File: src/rtl/uart_pkg.sv
// uart_pkg: definitions shared by the UART receiver and transmitter.
//   rx_state_e     - receiver FSM state encoding
//   DATA_BITS_DEF  - default number of data bits per frame
//   PAR_ODD/EVEN   - values of the parity-select input
//   parity_bit()   - parity bit expected for a given data reduction-XOR
package uart_pkg;

   localparam int DATA_BITS_DEF = 8;

   localparam logic PAR_ODD  = 1'b0;
   localparam logic PAR_EVEN = 1'b1;

   typedef enum logic [2:0] {
      ST_IDLE,
      ST_START,
      ST_DATA,
      ST_PARITY,
      ST_STOP,
      ST_BREAK
   } rx_state_e;

   // Odd parity makes the total count of ones odd, so the bit is the
   // inverted XOR of the data; even parity uses the XOR directly.
   function automatic logic parity_bit(input logic data_xor, input logic p_sel);
      return (p_sel == PAR_EVEN) ? data_xor : ~data_xor;
   endfunction

endpackage

File: src/rtl/uart_rx_if.sv
// uart_rx_if: receive-side handshake between the UART receiver and its consumer.
//   rx_data    - last received byte
//   rx_valid   - held byte not yet acknowledged
//   parity_err - parity mismatch on held byte
//   frame_err  - stop bit sampled low on held byte
//   overrun    - a byte was overwritten before acknowledge
//   busy       - receiver is inside a frame (not idle)
//   rx_ack     - consumer acknowledge of the held byte
// Modports: master = receiver side, slave = consumer side.
interface uart_rx_if
   import uart_pkg::*;
#(
   parameter int DATA_BITS = DATA_BITS_DEF
);
   logic [DATA_BITS-1:0] rx_data;
   logic                 rx_valid;
   logic                 parity_err;
   logic                 frame_err;
   logic                 overrun;
   logic                 busy;
   logic                 rx_ack;

   modport master (
      output rx_data, rx_valid, parity_err, frame_err, overrun, busy,
      input  rx_ack
   );

   modport slave (
      input  rx_data, rx_valid, parity_err, frame_err, overrun, busy,
      output rx_ack
   );
endinterface

File: src/rtl/uart_sync.sv
// uart_sync: two-flop synchronizer for the asynchronous serial line.
//   clk   - system clock
//   reset - asynchronous active-high reset (flops reset to 1 = idle line)
//   d     - asynchronous input
//   q     - synchronized output
module uart_sync (
   input  logic clk,
   input  logic reset,
   input  logic d,
   output logic q
);
   logic meta_q, meta_d;
   logic sync_q, sync_d;

   always_comb begin
      meta_d = d;
      sync_d = meta_q;
   end

   always_ff @(posedge clk or posedge reset) begin
      if (reset) begin
         meta_q <= 1'b1;
         sync_q <= 1'b1;
      end else begin
         meta_q <= meta_d;
         sync_q <= sync_d;
      end
   end

   assign q = sync_q;
endmodule

File: src/rtl/uart_rx.sv
// uart_rx: oversampling UART receiver (start, data MSB first, parity, stop).
//   clk         - system clock
//   reset       - asynchronous active-high reset
//   sample_tick - one-clk strobe at OVERSAMPLE x baud
//   rx          - asynchronous serial line, idles high
//   p_sel       - parity select (0 = odd, 1 = even)
//   bus         - uart_rx_if.master: rx_data/rx_valid/flags/busy out, rx_ack in
module uart_rx
   import uart_pkg::*;
#(
   parameter int OVERSAMPLE = 16,
   parameter int DATA_BITS  = DATA_BITS_DEF
) (
   input  logic       clk,
   input  logic       reset,
   input  logic       sample_tick,
   input  logic       rx,
   input  logic       p_sel,
   uart_rx_if.master  bus
);
   localparam int TICK_W = $clog2(OVERSAMPLE);
   localparam int BIT_W  = $clog2(DATA_BITS + 1);
   localparam logic [TICK_W-1:0] TICK_LAST = TICK_W'(OVERSAMPLE - 1);
   // The 8th tick after start detection lands mid start bit.
   localparam logic [TICK_W-1:0] TICK_HALF = TICK_W'(OVERSAMPLE / 2 - 1);
   localparam logic [BIT_W-1:0]  BIT_LAST  = BIT_W'(DATA_BITS - 1);

   logic rx_s;

   uart_sync u_sync (
      .clk   (clk),
      .reset (reset),
      .d     (rx),
      .q     (rx_s)
   );

   rx_state_e            state_q, state_d;
   logic [TICK_W-1:0]    tick_cnt_q, tick_cnt_d;
   logic [BIT_W-1:0]     bit_cnt_q, bit_cnt_d;
   logic [DATA_BITS-1:0] shreg_q, shreg_d;
   logic                 par_bad_q, par_bad_d;
   logic [DATA_BITS-1:0] rx_data_q, rx_data_d;
   logic                 rx_valid_q, rx_valid_d;
   logic                 parity_err_q, parity_err_d;
   logic                 frame_err_q, frame_err_d;
   logic                 overrun_q, overrun_d;
   logic                 done;

   always_comb begin
      state_d      = state_q;
      tick_cnt_d   = tick_cnt_q;
      bit_cnt_d    = bit_cnt_q;
      shreg_d      = shreg_q;
      par_bad_d    = par_bad_q;
      rx_data_d    = rx_data_q;
      rx_valid_d   = rx_valid_q;
      parity_err_d = parity_err_q;
      frame_err_d  = frame_err_q;
      overrun_d    = overrun_q;
      done         = 1'b0;

      if (sample_tick) begin
         case (state_q)
            ST_IDLE: begin
               if (!rx_s) begin
                  state_d    = ST_START;
                  tick_cnt_d = '0;
               end
            end
            ST_START: begin
               if (tick_cnt_q == TICK_HALF) begin
                  // A line back high by mid start bit is treated as a glitch.
                  state_d    = rx_s ? ST_IDLE : ST_DATA;
                  tick_cnt_d = '0;
                  bit_cnt_d  = '0;
               end else begin
                  tick_cnt_d = tick_cnt_q + TICK_W'(1);
               end
            end
            ST_DATA: begin
               if (tick_cnt_q == TICK_LAST) begin
                  tick_cnt_d = '0;
                  shreg_d    = {shreg_q[DATA_BITS-2:0], rx_s};
                  if (bit_cnt_q == BIT_LAST) begin
                     state_d   = ST_PARITY;
                     bit_cnt_d = '0;
                  end else begin
                     bit_cnt_d = bit_cnt_q + BIT_W'(1);
                  end
               end else begin
                  tick_cnt_d = tick_cnt_q + TICK_W'(1);
               end
            end
            ST_PARITY: begin
               if (tick_cnt_q == TICK_LAST) begin
                  tick_cnt_d = '0;
                  par_bad_d  = (rx_s != parity_bit(^shreg_q, p_sel));
                  state_d    = ST_STOP;
               end else begin
                  tick_cnt_d = tick_cnt_q + TICK_W'(1);
               end
            end
            ST_STOP: begin
               if (tick_cnt_q == TICK_LAST) begin
                  tick_cnt_d = '0;
                  done       = 1'b1;
                  state_d    = rx_s ? ST_IDLE : ST_BREAK;
               end else begin
                  tick_cnt_d = tick_cnt_q + TICK_W'(1);
               end
            end
            ST_BREAK: begin
               // Hold here while the line is low so a break is not a new start.
               if (rx_s) state_d = ST_IDLE;
            end
            default: state_d = ST_IDLE;
         endcase
      end

      // A completing frame wins over an acknowledge; an acknowledge in the
      // same clock only prevents the overrun flag.
      if (done) begin
         rx_data_d    = shreg_q;
         parity_err_d = par_bad_q;
         frame_err_d  = ~rx_s;
         rx_valid_d   = 1'b1;
         overrun_d    = rx_valid_q & ~bus.rx_ack;
      end else if (bus.rx_ack && rx_valid_q) begin
         rx_valid_d = 1'b0;
         overrun_d  = 1'b0;
      end
   end

   always_ff @(posedge clk or posedge reset) begin
      if (reset) begin
         state_q      <= ST_IDLE;
         tick_cnt_q   <= '0;
         bit_cnt_q    <= '0;
         shreg_q      <= '0;
         par_bad_q    <= 1'b0;
         rx_data_q    <= '0;
         rx_valid_q   <= 1'b0;
         parity_err_q <= 1'b0;
         frame_err_q  <= 1'b0;
         overrun_q    <= 1'b0;
      end else begin
         state_q      <= state_d;
         tick_cnt_q   <= tick_cnt_d;
         bit_cnt_q    <= bit_cnt_d;
         shreg_q      <= shreg_d;
         par_bad_q    <= par_bad_d;
         rx_data_q    <= rx_data_d;
         rx_valid_q   <= rx_valid_d;
         parity_err_q <= parity_err_d;
         frame_err_q  <= frame_err_d;
         overrun_q    <= overrun_d;
      end
   end

   assign bus.rx_data    = rx_data_q;
   assign bus.rx_valid   = rx_valid_q;
   assign bus.parity_err = parity_err_q;
   assign bus.frame_err  = frame_err_q;
   assign bus.overrun    = overrun_q;
   assign bus.busy       = (state_q != ST_IDLE);
endmodule
File: src/flat_wrapper.sv
// flat-port wrapper written by rule: the top's interface ports become plain ports
module uart_rx_flat import uart_pkg::*;
#(
   parameter int OVERSAMPLE = 16,
   parameter int DATA_BITS  = DATA_BITS_DEF
)
  (clk, reset, sample_tick, rx, p_sel, bus_rx_data, bus_rx_valid, bus_parity_err, bus_frame_err, bus_overrun, bus_busy, bus_rx_ack);
  uart_rx_if #(.DATA_BITS(DATA_BITS)) bus_i ();
  input  logic clk;
  input  logic reset;
  input  logic sample_tick;
  input  logic rx;
  input  logic p_sel;
  output wire logic [$bits(bus_i.rx_data)-1:0] bus_rx_data;
  output wire logic [$bits(bus_i.rx_valid)-1:0] bus_rx_valid;
  output wire logic [$bits(bus_i.parity_err)-1:0] bus_parity_err;
  output wire logic [$bits(bus_i.frame_err)-1:0] bus_frame_err;
  output wire logic [$bits(bus_i.overrun)-1:0] bus_overrun;
  output wire logic [$bits(bus_i.busy)-1:0] bus_busy;
  input wire logic [$bits(bus_i.rx_ack)-1:0] bus_rx_ack;
  assign bus_rx_data = bus_i.rx_data;
  assign bus_rx_valid = bus_i.rx_valid;
  assign bus_parity_err = bus_i.parity_err;
  assign bus_frame_err = bus_i.frame_err;
  assign bus_overrun = bus_i.overrun;
  assign bus_busy = bus_i.busy;
  assign bus_i.rx_ack = bus_rx_ack;
  uart_rx #(.OVERSAMPLE(OVERSAMPLE), .DATA_BITS(DATA_BITS)) u_core (.clk(clk), .reset(reset), .sample_tick(sample_tick), .rx(rx), .p_sel(p_sel), .bus(bus_i));
endmodule
File: config.mk
export PLATFORM = sky130hd
export DESIGN_NAME = uart_rx_flat
export DESIGN_NICKNAME = d
export VERILOG_FILES = /design/src/rtl/uart_pkg.sv /design/src/rtl/uart_rx_if.sv /design/src/rtl/uart_sync.sv /design/src/rtl/uart_rx.sv /design/src/flat_wrapper.sv
export SDC_FILE = /design/constraint.sdc
export NUM_CORES = 1
export LEC_CHECK = 0
export CELL_PAD_IN_SITES_DETAIL_PLACEMENT = 2
export CELL_PAD_IN_SITES_GLOBAL_PLACEMENT = 2
export CORE_MARGIN = 4
export CORE_UTILIZATION = 34
export CTS_CLUSTER_SIZE = 10
export DETAILED_ROUTE_END_ITERATION = 16
export PLACE_DENSITY_LB_ADDON = 0.1
export SLEW_MARGIN = 20
export SYNTH_ARGS = -nofsm -noshare
export SYNTH_HDL_FRONTEND = slang
export SYNTH_SLANG_ARGS = --single-unit
File: constraint.sdc
create_clock -name clk -period 1.97 [get_ports clk]
set_clock_uncertainty 0.15 [all_clocks]
set_input_delay 0.394 -clock clk [delete_from_list [all_inputs] [get_ports clk]]
set_output_delay 0.394 -clock clk [all_outputs]
set_load 0.02 [all_outputs]
==> flow_metrics.py <==
metrics = {
    "setup_path": {
        "end_kind": "flop",
        "start_kind": "primary input",
        "crit_chain": "clkdlybuf4s50_1 > nand4_1 > nor4b_4 > buf_12 > mux2_1",
        "path_max_fanout": 12,
        "crit_type": "primary input to flop",
        "crit_arrival_ps": 1910,
        "critPathRequiredTime_ps": 1990,
        "critPathTopFamily": "buffers and inverters",
        "cp_slowest_cell": "clkdlybuf4s50_1",
        "slowest_delay_ps": 480,
        "critPathBufInv": 2,
    },
    "power": {
        "p_leak_uw": 0.00102,
        "netSwitchingFraction_pct": 30.2,
        "p_sw_uw": 582,
        "vdd_drop_max_v": 0.000385,
        "power_frac_comb_pct": 25.3,
        "powerDensity_nw_per_um2": 870,
        "intPower_uw": 1350,
        "clkPwrFrac_pct": 28.7,
        "power_frac_seq_pct": 46.0,
    },
    "sta": {
        "max_freq_mhz": 528,
        "setup_ws_ps": 75.7,
        "relSlewSlack_pct": 69.2,
        "period_share_pct": 96.2,
        "finalSetupViolCount": 0,
        "min_period_ps": 1890,
        "rsz0062_at_grt": "yes",
        "worstMarginPinSlew_ps": 461,
        "slew_viol_final": 0,
        "hold_viol": 0,
    },
    "grt": {
        "gr-usage-all-layers_pct": 14.3,
        "grt-ovfl-total": 0,
        "grt_max_degree": 15,
        "grt_pass1_wl_mm": 6.79,
        "antenna_found_initial": 0,
        "grt_pass1_vias": 1438,
    },
    "routing": {
        "via_per_inst": 4.91,
        "drc_errors": 0,
        "drt_iter0_drc": 34,
        "wl_per_cell_um": 16.4,
        "wl_mm": 4.01,
        "firstDrtPassIters": 3,
        "num_vias": 1198,
        "ant_nets": 0,
    },
    "clocking": {
        "path_clk_slew_ps": 70,
        "cts_root_buf": "clkbuf_8",
        "cts_buffers": 5,
        "htreeDepth": 2,
        "cts_tree": "done",
        "clk_path_buf_depth": 2,
        "cts_num_sinks": 34,
        "clock_latency_ps": 280,
    },
    "die": {
        "die_area_sq_um": 6120,
        "top_level_ports": 19,
        "fp.dieW_um": 78.2,
        "die_y_um": 78.2,
        "rows": 25,
        "core_area_sq_um": 4750,
        "initial_utilization_pct": 35.3,
    },
    "logic_synthesis": {
        "yosys_warnings": 0,
        "yosys-top-cells-count": "32 x dfrtp_1, 12 x mux2_2, 9 x mux2_1",
        "synth_mux_area_share_pct": 15.9,
        "synth_edf_count": 0,
        "synthAdderAreaFrac_pct": 1.49,
        "yosysTopAreaCell": "dfrtp_1",
        "synthFlopType": "dfrtp_1",
        "ys_types": 46,
        "syn_nets": 143,
        "syn_area_sq_um": 1680,
        "async_reset_ff_share_pct": 100,
        "synth-compound-area-share_pct": 10.8,
        "syn_area_per_cell_sq_um": 12.4,
        "ys_seq_elements": 34,
        "synth_top_family_by_area": "multiplexers",
        "synth_simple_gate_area_share_pct": 12.4,
        "synthCells": 135,
        "synth.area.top_cells": "dfrtp_1 48%, mux2_2 8.1%, mux2_1 6.0%",
        "yosysTopAreaCellShare_pct": 47.8,
        "synth_xor_area_share_pct": 5.00,
        "post-synth-top-count-cell": "dfrtp_1",
        "ys_seq_area_share_pct": 50.9,
    },
    "place": {
        "dp_hpwl_mm": 3.03,
        "place.port_buffers": 18,
        "place_congestion": 0.792,
        "place_ws_ps": -238,
    },
    "run": {
        "maxCapViolations": 0,
    },
    "final_layout": {
        "fin_nets": 184,
        "fin_util_pct": 46.7,
        "diodes": 0,
        "drive_above_1_share_pct": 31.6,
        "fillers": 493,
        "area_growth_pct": 32.3,
    },
    "status": {
        "outcome": "complete, no violations",
    },
    "worst_hold_path": {
        "min_path_type": "flop to flop",
    },
}
[power groups by stage]
stage,registers [uW],logic [uW],clock network [uW]
after floorplan,879,316,0
after global placement,891,444,0
after detailed placement,902,472,0
after CTS,892,483,579
after global routing,910,545,606
final,889,488,554
[registers in the layout, summed over array words and instances, names as in the netlist]
name,cells
u_core.par_bad_q,1
u_core.bit_cnt_q,4
u_core.bus.rx_data,8
u_core.bus.frame_err,1
u_core.bus.parity_err,1
u_core.shreg_q,8
u_core.tick_cnt_q,4
u_core.u_sync.meta_q,1
u_core.state_q,3
u_core.bus.rx_valid,1
u_core.u_sync.q,1
u_core.bus.overrun,1
[final cells by class]
cell class / count / area [sq um] / share of cell area (%)
Clock buffer: 6 / 82.6 / 3.72
Tap cell: 67 / 83.8 / 3.78
Multi-Input combinational cell: 89 / 787 / 35.5
Clock inverter: 2 / 16.3 / 0.733
Inverter: 6 / 22.5 / 1.02
Timing Repair Buffer: 40 / 373 / 16.8
Sequential cell: 34 / 853 / 38.5
[path summary, 6_finish.rpt]
path	from	endpoint	slack (ps)	cells after the start
max	sample_tick	u_core.bus.rx_data[5]	80	5
min	u_core.u_sync.meta_q	u_core.u_sync.q	210	0
max in group asynchronous	reset	u_core.bus.rx_data[4]	860	3
min reg2reg	u_core.u_sync.meta_q	u_core.u_sync.q	210	0
max reg2reg	u_core.state_q[1]	u_core.shreg_q[1]	80	4
min in group asynchronous	reset	u_core.state_q[2]	270	2
[per-layer routing]
metal	share of wire, %	track usage (%)	up-vias
li1	-	-	563
met1	38	14.7	620
met2	58	27.9	11
met3	1.8	2.98	4
met4	1.4	5.77	0
met5	0	0	-
[cells in the final DEF, fill, tap and decap left out, types with 2 or more instances in the layout]
| master | n |
|---|---|
| o211ai_1 | 4 |
| nand3_1 | 2 |
| buf_6 | 2 |
| clkbuf_8 | 6 |
| nor3b_1 | 2 |
| xnor2_1 | 6 |
| nand2_1 | 6 |
| or3_1 | 2 |
| nand3b_1 | 2 |
| dfstp_2 | 2 |
| mux2_1 | 9 |
| nor2b_1 | 2 |
| buf_12 | 2 |
| mux2i_1 | 3 |
| dfrtp_1 | 32 |
| and2_1 | 2 |
| clkdlybuf4s50_1 | 17 |
| buf_4 | 18 |
| inv_1 | 6 |
| or3b_4 | 2 |
| o21ai_1 | 5 |
| nand4_1 | 2 |
| o21ai_0 | 2 |
| nor2_1 | 2 |
| mux2_2 | 12 |
[worst register-to-register path, stage by stage (launching register included)]
cell and delay [ps]:
dfrtp_1 390, buf_6 170, or3b_4 430, nor2_4 260, mux2_2 380
[cells by family after synthesis]
| group | count (synthesis) |
|---|---|
| xor+xnor | 8 |
| mux | 24 |
| fa+ha+maj | 2 |
| compound gates | 24 |
| flops | 34 |
| buf+inv | 12 |
| simple gates | 31 |
[per-stage QoR]
stage / std cells / cell area (sq um) / hold WS (ps) / setup TNS (ps) / total power, uW
final: 244 / 2220 / 210 / 0 / 1930
after global routing: 244 / 2220 / 216 / -18.2 / 2060
after CTS: 242 / 2180 / 211 / 0 / 1950
after detailed placement: 234 / 2080 / 200 / -4120 / 1370
after global placement: 234 / 2080 / 201 / -3350 / 1330
after floorplan: 135 / 1680 / 195 / 0 / 1190
[repair_timing]
item	CTS	global route
setup buffers	0	2
pin swaps	1	1
hold buffers	0	0
setup endpoints to repair	10	19
cloned	0	0
gates resized for setup	4	9
No activity file was read; power rests on OpenSTA's default activity.
